`config.mk`:
```
export PLATFORM = sky130hd
export DESIGN_NAME = mmio_uart_ctrl
export DESIGN_NICKNAME = d
export VERILOG_FILES = /design/src/rtl/mmio_uart_ctrl.sv
export SDC_FILE = /design/constraint.sdc
export NUM_CORES = 1
export LEC_CHECK = 0
export ABC_CLOCK_PERIOD_IN_PS = 3750
export CAP_MARGIN = 10
export CORE_ASPECT_RATIO = 1.1
export CORE_MARGIN = 2
export CORE_UTILIZATION = 55
export DETAILED_ROUTE_END_ITERATION = 6
export PLACE_DENSITY = 0.81
export REMOVE_ABC_BUFFERS = 1
export SLEW_MARGIN = 20
export SYNTH_ARGS = -nofsm -noshare
export SYNTH_HDL_FRONTEND = slang
export SYNTH_SLANG_ARGS = --single-unit
```
`constraint.sdc`:
```
create_clock -name clk -period 3.75 [get_ports clk]
set_input_delay 0.375 -clock clk [delete_from_list [all_inputs] [get_ports clk]]
set_output_delay 0.375 -clock clk [all_outputs]
set_load 0.02 [all_outputs]
```
`src/rtl/mmio_uart_ctrl.sv`:
```
// rtl/mmio_uart_ctrl.sv - MMIO UART/perf-counter controller; MMIO_BRANCH_CNT_EN adds branch counters
module mmio_uart_ctrl #(
  parameter int TX_DEPTH = 4,
  parameter int CNT_W    = 32,
  parameter int ADDR_W   = 8
) (
  input  logic              clk,
  input  logic              rst_n,
  input  logic              req_valid,
  input  logic              req_we,
  input  logic [3:0]        req_be,
  input  logic [ADDR_W-1:0] req_addr,
  input  logic [31:0]       req_wdata,
  output logic [31:0]       rd_data,
  output logic              rd_valid,
  input  logic [7:0]        rx_data,
  input  logic              rx_valid,
  output logic              rx_ready,
  output logic [7:0]        tx_data,
  output logic              tx_valid,
  input  logic              tx_ready,
  input  logic              inst_retire
`ifdef MMIO_BRANCH_CNT_EN
  ,
  input  logic              branch_taken,
  input  logic              branch_mispred
`endif
);

  localparam int PW = $clog2(TX_DEPTH);
  localparam logic [PW:0] DEPTH_C = (PW+1)'(TX_DEPTH);

  localparam logic [ADDR_W-1:0] A_STATUS = ADDR_W'(32'h00);
  localparam logic [ADDR_W-1:0] A_RX     = ADDR_W'(32'h04);
  localparam logic [ADDR_W-1:0] A_TX     = ADDR_W'(32'h08);
  localparam logic [ADDR_W-1:0] A_CYC    = ADDR_W'(32'h10);
  localparam logic [ADDR_W-1:0] A_INST   = ADDR_W'(32'h14);
  localparam logic [ADDR_W-1:0] A_CLR    = ADDR_W'(32'h18);
`ifdef MMIO_BRANCH_CNT_EN
  localparam logic [ADDR_W-1:0] A_BR     = ADDR_W'(32'h1C);
  localparam logic [ADDR_W-1:0] A_MIS    = ADDR_W'(32'h20);
`endif

  logic [7:0]       mem_q [TX_DEPTH];
  logic [PW-1:0]    wr_ptr_q, rd_ptr_q;
  logic [PW:0]      count_q;
  logic             ovf_q;
  logic [CNT_W-1:0] cyc_q, inst_q;
`ifdef MMIO_BRANCH_CNT_EN
  logic [CNT_W-1:0] br_q, mis_q;
`endif
  logic [31:0]      rd_data_q, rd_data_d;
  logic             rd_valid_q;

  logic load, store, full, pop, push_req, push_ok, ovf_evt, status_rd, cnt_clr;
  logic unused_wdata;

  assign load      = req_valid & ~req_we;
  assign store     = req_valid & req_we;
  assign full      = (count_q == DEPTH_C);
  assign tx_valid  = (count_q != '0);
  assign pop       = tx_valid & tx_ready;
  assign push_req  = store & (req_addr == A_TX) & req_be[0];
  // A full FIFO still accepts a byte when the head leaves on the same edge
  assign push_ok   = push_req & (~full | pop);
  assign ovf_evt   = push_req & full & ~pop;
  assign status_rd = load & (req_addr == A_STATUS);
  assign cnt_clr   = store & (req_addr == A_CLR) & (|req_be);

  assign rx_ready  = load & (req_addr == A_RX) & rx_valid;
  assign tx_data   = tx_valid ? mem_q[rd_ptr_q] : 8'h00;
  assign rd_data   = rd_data_q;
  assign rd_valid  = rd_valid_q;

  assign unused_wdata = ^req_wdata[31:8];

  // Load data mux: reflects register state before the sampling edge
  always_comb begin
    rd_data_d = '0;
    case (req_addr)
      A_STATUS: rd_data_d = {29'b0, ovf_q, rx_valid, ~full};
      A_RX:     rd_data_d = rx_valid ? {24'b0, rx_data} : 32'b0;
      A_CYC:    rd_data_d[CNT_W-1:0] = cyc_q;
      A_INST:   rd_data_d[CNT_W-1:0] = inst_q;
`ifdef MMIO_BRANCH_CNT_EN
      A_BR:     rd_data_d[CNT_W-1:0] = br_q;
      A_MIS:    rd_data_d[CNT_W-1:0] = mis_q;
`endif
      default:  rd_data_d = '0;
    endcase
  end

  // TX FIFO storage; contents are qualified by count_q so no reset is needed
  always_ff @(posedge clk) begin
    if (push_ok) mem_q[wr_ptr_q] <= req_wdata[7:0];
  end

  // TX FIFO pointers, occupancy and sticky overflow (set beats status-read clear)
  always_ff @(posedge clk or negedge rst_n) begin
    if (!rst_n) begin
      wr_ptr_q <= '0;
      rd_ptr_q <= '0;
      count_q  <= '0;
      ovf_q    <= 1'b0;
    end else begin
      if (push_ok) wr_ptr_q <= wr_ptr_q + 1'b1;
      if (pop)     rd_ptr_q <= rd_ptr_q + 1'b1;
      if (push_ok && !pop)      count_q <= count_q + 1'b1;
      else if (pop && !push_ok) count_q <= count_q - 1'b1;
      if (ovf_evt)        ovf_q <= 1'b1;
      else if (status_rd) ovf_q <= 1'b0;
    end
  end

  // Performance counters: clear has priority over increment, wrap naturally
  always_ff @(posedge clk or negedge rst_n) begin
    if (!rst_n) begin
      cyc_q  <= '0;
      inst_q <= '0;
`ifdef MMIO_BRANCH_CNT_EN
      br_q   <= '0;
      mis_q  <= '0;
`endif
    end else if (cnt_clr) begin
      cyc_q  <= '0;
      inst_q <= '0;
`ifdef MMIO_BRANCH_CNT_EN
      br_q   <= '0;
      mis_q  <= '0;
`endif
    end else begin
      cyc_q  <= cyc_q + 1'b1;
      inst_q <= inst_q + CNT_W'(inst_retire);
`ifdef MMIO_BRANCH_CNT_EN
      br_q   <= br_q + CNT_W'(branch_taken);
      mis_q  <= mis_q + CNT_W'(branch_mispred);
`endif
    end
  end

  // Registered read response: one-cycle pulse per accepted load
  always_ff @(posedge clk or negedge rst_n) begin
    if (!rst_n) begin
      rd_data_q  <= '0;
      rd_valid_q <= 1'b0;
    end else begin
      rd_valid_q <= load;
      if (load) rd_data_q <= rd_data_d;
    end
  end

endmodule
```
Yosys cells after proc, flatten, opt, wreduce, memory -nomap -nowiden

Memory sizes are Yosys's and may differ from the RTL's.
Cells that the tools add are included.
Widths: inputs -> output; s select.

Memory bits (writable): 32
Memories: 1
Input bits: 59
Output and inout port bits: 43
Word-level logic and storage cells: 58
Register bits after elaboration: 105

Reductions and logical operators: 9
Multiplexer cells: 11
Equality and inequality tests: 6
Add/subtract/negate cells: 6
Bitwise operators: 17

Memories:

| memory | words | bits a word | rd ports | clocked after Yosys merged registers in | write ports | RTL line | source |
|---|---|---|---|---|---|---|---|
| mem_q  | 4     | 8           | 1        | 0                                       | 1           | 44       | `logic [7:0] mem_q [TX_DEPTH];` |

Operator list:

| cell                  | number |
|---|---|
| $pmux 32 s4           | 1 |
| $mux 32               | 2 |
| $add 32x1->32         | 1 |
| $add 32x1->32 const B | 1 |
| $eq 8x5->1 const B    | 3 |
| $mux 8                | 2 |
| $and 1x1->1           | 13 |
| $eq 8x3->1 const B    | 1 |
| $eq 8x4->1 const B    | 1 |
| $logic_not 8->1       | 1 |
| $mux 3                | 2 |
| $add 2x1->2 const B   | 2 |
| $mux 1                | 4 |
| $reduce_bool 2->1     | 2 |
| $reduce_or 4->1       | 1 |
| $add 3x1->3 const B   | 1 |
| $eq 3x3->1 const B    | 1 |
| $not 1->1             | 3 |
| $reduce_bool 3->1     | 1 |
| $sub 3x1->3 const B   | 1 |
| $logic_and 1x1->1     | 2 |
| $logic_not 1->1       | 2 |
| $or 1x1->1            | 1 |

Longest topological paths before layout

Gate-level depths: netlist of run 1.

Depth in word-level cells: 8
Depth in mapped cells: 9
Depth with buffers taken out: 9

Worst setup path before layout of run 1

OpenSTA, ideal clock, no wires.

Path type: input -> register
Start: in req_addr[5]
End: reg count_q[2]
Arrival time: 2.218 ns
Slack: 1.453 ns
Library setup time: 0.079 ns
Cell stages on the path: 9
Buffers on the path: 0
Cell sequence: nor3_2 > nand3b_1 > nor3_2 > ha_1 > inv_1 > fa_1 > xor2_1 > nor2_1 > xor2_1

Longest elaborated chain between the ends: 7

Ends and longest elaborated chain:

| item                        | RTL line | source |
|---|---|---|
| start: declaration          | 12       | `input logic [ADDR_W-1:0] req_addr,` |
| $eq 8x4->1 *                | 63       | `assign push_req = store & (req_addr == A_TX) & req_be[0];` |
| $and 1x1->1 * (2 in series) | 63       |  |
| $and 1x1->1 *               | 65       | `assign push_ok = push_req & (~full \| pop);` |
| named net push_ok           | 55       | `logic load, store, full, pop, push_req, push_ok, ovf_evt, status_rd, cnt_clr;` |
| $logic_not 1->1             | 109      | `else if (pop && !push_ok) count_q <= count_q - 1'b1;` |
| $logic_and 1x1->1           | 109      |  |
| $reduce_bool 2->1 (no line) | --       |  |
| end signal: assignment      | 108      | `if (push_ok && !pop) count_q <= count_q + 1'b1;` |
| end signal: assignment      | 109      |  |
| end: declaration            | 46       | `logic [PW:0] count_q;` |

The timed path passes the listed nets; every way through them passes the cells marked *.
A chain may end at the register's enable or synchronous reset.

Final worst setup path of run 1

Start: in req_addr[4]
End: out rx_ready

Longest elaborated chain between the ends: 3

Ends and longest elaborated chain:

| item                      | RTL line | source |
|---|---|---|
| $eq 8x3->1                | 70       | `assign rx_ready = load & (req_addr == A_RX) & rx_valid;` |
| $and 1x1->1 (2 in series) | 70       |  |
| end: declaration          | 18       | `output logic rx_ready,` |

Every way passes these cells.

==> flow_metrics.env, run 1 <==
export IMPL_cts_resized=0
export IMPL_post_drt_via_cell_ratio=5.687
export IMPL_die_area_um2=12730
export IMPL_hold_path_class="flip-flop to flip-flop"
export IMPL_wirelength_mm=14.20
export IMPL_status="finished clean"
export IMPL_io_pins=102
export IMPL_synthSimpleGateAreaFrac_pct=20.15
export IMPL_muxShareOfSynthArea_pct=7.549
export IMPL_clkTransAtPathRegs_ns=0.05
export IMPL_clk_latency_ns=0.41
export IMPL_synth_top_family_by_area="simple AND/OR/NAND/NOR gates"
export IMPL_powerDensity_nw_per_um2=524.5
export IMPL_ys_types=47
export IMPL_row_count=41
export IMPL_grt_max_degree=65
export IMPL_die_height_um=118.1
export IMPL_layout_common_cells="dfrtp_1, clkdlybuf4s50_1, nor2_1"
export IMPL_die_w_um=107.8
export IMPL_p_leak_nw=3.295
export IMPL_wl_per_cell_um=17.36
export IMPL_start_kind="input port"
export IMPL_netlist_area_um2=6514
export IMPL_avgSynthCellArea_um2=11.27
export IMPL_period_share_pct=76.67
export IMPL_drt_first_pass_iters=5
export IMPL_worst_setup_path_end_kind="primary output"
export IMPL_hold_violations=0
export IMPL_synth_edf_count=32
export IMPL_vias=4652
export IMPL_track_usage_pct=23.85
export IMPL_totalPowerFinal_mw=4.180
export IMPL_setup_viol=0
export IMPL_grt_pass1_wl_mm=23.68
export IMPL_yosys_warnings=0
export IMPL_worstPathArrival_ns=2.50
export IMPL_initial_core_util_pct=56.69
export IMPL_timing_setup_tns_ns=0
export IMPL_cts_root_buf="clkbuf_16"
export IMPL_critical_path_max_stage_delay_ns=0.68
export IMPL_globalRouteOverflowTotal=0
export IMPL_drtAntennaViolNets=0
export IMPL_synth_compound_area_share_pct=4.725
export IMPL_h_tree_depth=4
export IMPL_period_needed_ns=2.875
export IMPL_layout_nets=723
export IMPL_critPathSlowestCell="clkdlybuf4s50_1"
export IMPL_n_antenna_cell=0
export IMPL_critPathBufInv=2
export IMPL_crit_top_cell="clkdlybuf4s50_1"
export IMPL_clockBufferDepth=2
export IMPL_antenna_found_initial=0
export IMPL_worst_pin_slew_ns=0.8966
export IMPL_areaGrowthSynthToFinish_pct=22.36
export IMPL_layout_commonest_cell="dfrtp_1"
export IMPL_cts_tree="done"
export IMPL_clock_skew_ns=0.009434
export IMPL_remaining_drc_errors=0
export IMPL_synthXorXnorAreaFrac_pct=8.202
export IMPL_report_final_slew_viol_count=0
export IMPL_clock_sinks=137
export IMPL_fmax_mhz=347.8
export IMPL_synth_seq_area_share_pct=55.09
export IMPL_crit_fanout=12
export IMPL_core_area_um2=11490
export IMPL_syn_instance_count=578
export IMPL_cp_top_family="buffers and inverters"
export IMPL_path_class="input port to primary output"
export IMPL_drive_above_1_share_pct=8.982
export IMPL_initialDrtViolationCount=310
export IMPL_relSlewSlack_pct=40.05
export IMPL_final_util_pct=69.36
export IMPL_grt_pass1_vias=4823
export IMPL_synth_fa_ha_area_share_pct=1.844
export IMPL_gp_congestion=0.7842
export IMPL_cap_violations=0
export IMPL_yosys_most_used_dff="dfrtp_1"
export IMPL_place_hpwl_mm=9.323
export IMPL_required_ns=3.38
export IMPL_portBuffers=77
export IMPL_cts_buffers=17
export IMPL_ir_drop_mv=0.2972
export IMPL_ys_ff_latch=137
export IMPL_cp_cell_sequence="clkdlybuf4s50_1 -> nor2b_1 -> nand2_1 -> nor2_1 -> clkdlybuf4s50_1"
export IMPL_rsz0062_at_grt="no"
export IMPL_async_flop_share_pct=76.64
-- Yosys cell counts, drive strengths merged, types with 8 or more instances --
master | instances | area [um2]
nand3 | 31 | 155.2
nor4 | 8 | 93.84
mux4 | 8 | 180.2
ha | 8 | 100.1
a21oi | 8 | 40.04
and3 | 9 | 56.30
nand2 | 50 | 187.7
buf | 17 | 86.33
mux2i | 30 | 300.3
xnor2 | 28 | 245.2
nand4 | 18 | 140.1
clkbuf | 10 | 38.78
inv | 9 | 33.78
edfxtp | 32 | 960.9
xor2 | 33 | 289.0
o21ai | 33 | 165.2
dfrtp | 105 | 2628
nor2 | 70 | 265.3
nor3 | 17 | 121.4
and2 | 15 | 93.84
-- tightest hold or removal path, stage by stage (launching register included) --
cell,delay (ns)
dfrtp_1,0.34
nand2_1,0.04
o21ai_0,0.06
-- through the flow --
step / hold slack [ns] / setup WS, ns / instances / cell area [um2]
after floorplan: 0.07941 / 1.415 / 551 / 6389
after global placement: 0.4168 / 0.8486 / 785 / 7392
after detailed placement: 0.4195 / 0.7505 / 785 / 7392
after CTS: 0.4824 / 0.8819 / 818 / 7970
after global routing: 0.5012 / 0.7200 / 818 / 7970
final: 0.4763 / 0.8749 / 818 / 7970
-- final timing paths --
check	start	endpoint	slack, ns	cells after the start
max	req_addr[4]	rx_ready	0.87	5
min	rd_data[25]$_DFFE_PN0P_	rd_data[25]$_DFFE_PN0P_	0.48	2
max reg2reg	count_q[0]$_DFFE_PN0P_	count_q[1]$_DFFE_PN0P_	1.38	6
min reg2reg	rd_data[25]$_DFFE_PN0P_	rd_data[25]$_DFFE_PN0P_	0.48	2
max in group asynchronous	rst_n	cyc_q[29]$_DFF_PN0_	2.40	3
min in group asynchronous	rst_n	rd_data[20]$_DFFE_PN0P_	0.51	2
-- report_power, final --
group          internal [mW]  switching (mW)
logic                  0.386           0.311
registers               1.65           0.213
clock network           1.03           0.594
-- cell families after synthesis --
| kind of cell | after synthesis |
|---|---|
| simple gates | 244 |
| flops | 137 |
| xor+xnor | 61 |
| compound gates | 52 |
| mux | 39 |
| buf+inv | 36 |
| fa+ha+maj | 9 |
-- per-layer routing --
metal  wire length [um]  GRT usage (%)  share of wire (%)
met5                  0              0                  0
met4                245          9.375                1.7
met3                573          3.971                4.0
met2               7380          40.13                 52
met1               6003          30.72                 42
-- repair_timing --
item,in CTS,in global routing
hold buffers,1,0
buffers inserted,0,0
hold endpoints to repair,27,0
-- sequential cells by signal, summed over array words and instances (netlist names), 2 cells and up --
| register | flops |
|---|---|
| cyc_q | 32 |
| inst_q | 32 |
| mem_q | 32 |
| rd_data | 32 |
| count_q | 3 |
| rd_ptr_q | 2 |
| wr_ptr_q | 2 |
-- area by class of cell --
class / count / area (um2)
Sequential cell: 137 / 3588
Clock inverter: 12 / 131.4
Fill cell: 842 / 3521
Clock buffer: 20 / 436.7
Tap cell: 150 / 187.7
Timing Repair Buffer: 85 / 825.8
Multi-Input combinational cell: 405 / 2766
Inverter: 9 / 33.78
Power figures use the tool's default switching activity.
==> inputs of run 2 (changes only) <==
--- a/config.mk
+++ b/config.mk
@@ -5,13 +5,13 @@
 export SDC_FILE = /design/constraint.sdc
 export NUM_CORES = 1
 export LEC_CHECK = 0
-export ABC_CLOCK_PERIOD_IN_PS = 3750
+export ABC_CLOCK_PERIOD_IN_PS = 2600
 export CAP_MARGIN = 10
 export CORE_ASPECT_RATIO = 1.1
 export CORE_MARGIN = 2
-export CORE_UTILIZATION = 55
+export CORE_UTILIZATION = 49
 export DETAILED_ROUTE_END_ITERATION = 6
-export PLACE_DENSITY = 0.81
+export PLACE_DENSITY = 0.77
 export REMOVE_ABC_BUFFERS = 1
 export SLEW_MARGIN = 20
 export SYNTH_ARGS = -nofsm -noshare
==> constraint.sdc (replaced) <==
create_clock -name clk -period 2.6 [get_ports clk]
set_input_delay 0.26 -clock clk [delete_from_list [all_inputs] [get_ports clk]]
set_output_delay 0.26 -clock clk [all_outputs]
set_load 0.02 [all_outputs]
==> flow_metrics.env, run 2 (synthesis gave the netlist of run 1 again) <==
export IMPL_cp_cell_sequence="mux4_2 -> and2_1 -> clkdlybuf4s50_1"
export IMPL_grt_pass1_vias=4827
export IMPL_cap_violations=0
export IMPL_track_usage_pct=21.47
export IMPL_row_count=44
export IMPL_relSlewSlack_pct=54.26
export IMPL_fmax_mhz=403.6
export IMPL_die_area_um2=14230
export IMPL_h_tree_depth=4
export IMPL_place_ws_ns=0.1230
export IMPL_remaining_drc_errors=0
export IMPL_clock_sinks=137
export IMPL_wirelength_mm=14.20
export IMPL_portBuffers=77
export IMPL_critPathSlowestCell="mux4_2"
export IMPL_critical_path_max_stage_delay_ns=0.55
export IMPL_die_w_um=113.9
export IMPL_crit_fanout=9
export IMPL_drtAntennaViolNets=0
export IMPL_ir_drop_mv=0.4962
export IMPL_wl_per_cell_um=16.95
export IMPL_layout_common_cells="dfrtp_1, clkdlybuf4s50_1, nor2_1"
export IMPL_hold_violations=0
export IMPL_post_drt_via_cell_ratio=5.563
export IMPL_clkTransAtPathRegs_ns=0.05
export IMPL_required_ns=2.34
export IMPL_powerDensity_nw_per_um2=740.7
export IMPL_drt_first_pass_iters=5
export IMPL_clk_latency_ns=0.42
export IMPL_worst_pin_slew_ns=0.6824
export IMPL_path_class="flip-flop to primary output"
export IMPL_hold_path_class="input port to async pin"
export IMPL_gp_congestion=0.7883
export IMPL_drive_above_1_share_pct=11.08
export IMPL_p_leak_nw=3.354
export IMPL_io_pins=102
export IMPL_cts_tree="done"
export IMPL_critPathBufInv=1
export IMPL_report_final_slew_viol_count=0
export IMPL_status="finished clean"
export IMPL_cts_buffers=17
export IMPL_post_cts_buffers=0
export IMPL_areaGrowthSynthToFinish_pct=23.90
export IMPL_rsz0062_at_grt="no"
export IMPL_timing_setup_tns_ns=0
export IMPL_core_area_um2=13100
export IMPL_worst_setup_path_end_kind="primary output"
export IMPL_n_antenna_cell=0
export IMPL_grt_max_degree=65
export IMPL_cp_startpoint="rd_ptr_q[0]$_DFFE_PN0P_"
export IMPL_antenna_found_initial=0
export IMPL_cp_top_family="multiplexers"
export IMPL_worstPathArrival_ns=2.22
export IMPL_cts_root_buf="clkbuf_16"
export IMPL_period_needed_ns=2.478
export IMPL_place_hpwl_mm=9.655
export IMPL_start_kind="flip-flop"
export IMPL_globalRouteOverflowTotal=0
export IMPL_layout_commonest_cell="dfrtp_1"
export IMPL_fin_ws_ns=0.1224
export IMPL_vias=4662
export IMPL_layout_nets=732
export IMPL_clockBufferDepth=2
export IMPL_die_height_um=124.9
export IMPL_clock_skew_ns=0.005814
export IMPL_initial_core_util_pct=49.71
export IMPL_period_share_pct=95.29
export IMPL_fillers=1067
export IMPL_hold_ws_ns=0.3451
export IMPL_setup_viol=0
export IMPL_initialDrtViolationCount=254
export IMPL_grt_pass1_wl_mm=23.94
export IMPL_r2r_start="count_q[0]$_DFFE_PN0P_"
run 2: changes by cell type in the layout (fill, tap and decap cells not counted):
cell        change
buf_12          +2
buf_4           +7
dfrtp_2         +1
clkinv_1        -5
clkinv_2        +3
clkinvlp_4      -1
clkbuf_8        +4
bufinv_16       -2
dfrtp_1         -1
clkinv_4        +1
run 2: report_power, final:
group,switching (mW),internal [mW],total [mW]
Combinational,0.460,0.580,1.04
Sequential,0.295,2.38,2.67
Clock,0.858,1.41,2.26
run 2: final timing paths:
path                            depth (start not counted)  slack (ns)                       to
worst max-delay path                                    3        0.12               tx_data[2]
worst min-delay path                                    2        0.35  rd_data[20]$_DFFE_PN0P_
worst max register to register                          6        0.39   count_q[1]$_DFFE_PN0P_
worst min register to register                          2        0.47  rd_data[29]$_DFFE_PN0P_
max in group asynchronous                               3        1.55      inst_q[6]$_DFF_PN0_
min in group clk                                        2        0.47   rd_data[5]$_DFFE_PN0P_
run 2: per-layer routing:
metal | global-route usage, % | share of wire, % | wire length, um
met5 | 0 | 0 | 0
met4 | 8.250 | 1.2 | 172
met3 | 5.207 | 3.5 | 496
met2 | 35.47 | 52 | 7430
met1 | 27.32 | 43 | 6102
run 2: metrics by stage:
step	total power, mW	cells	util [%]	cell area [um2]
6_report	5.978	838	61.59	8070
5_1_grt	6.262	838	61.59	8070
4_1_cts	6.053	838	61.59	8070
3_5_place_dp	3.763	805	57.23	7498
3_3_place_gp	3.698	805	57.23	7498
2_1_floorplan	3.265	551	-	6389
run 2: layout make-up:
class	count	area (um2)	area share, %
flip-flops and latches	137	3590	44.48
multi-input cells	405	2766	34.28
repair buffers	94	918.4	11.38
clock buffers	24	491.7	6.093
well taps	161	201.4	2.496
clock inverters	8	68.82	0.8527
inverters	9	33.78	0.4186
run 2: timing repair:
action / in CTS / in global routing
hold endpoints to repair: 35 / 0
resized for setup: 1 / 0
endpoints found under the setup margin: 8 / 0
hold buffers: 1 / 0
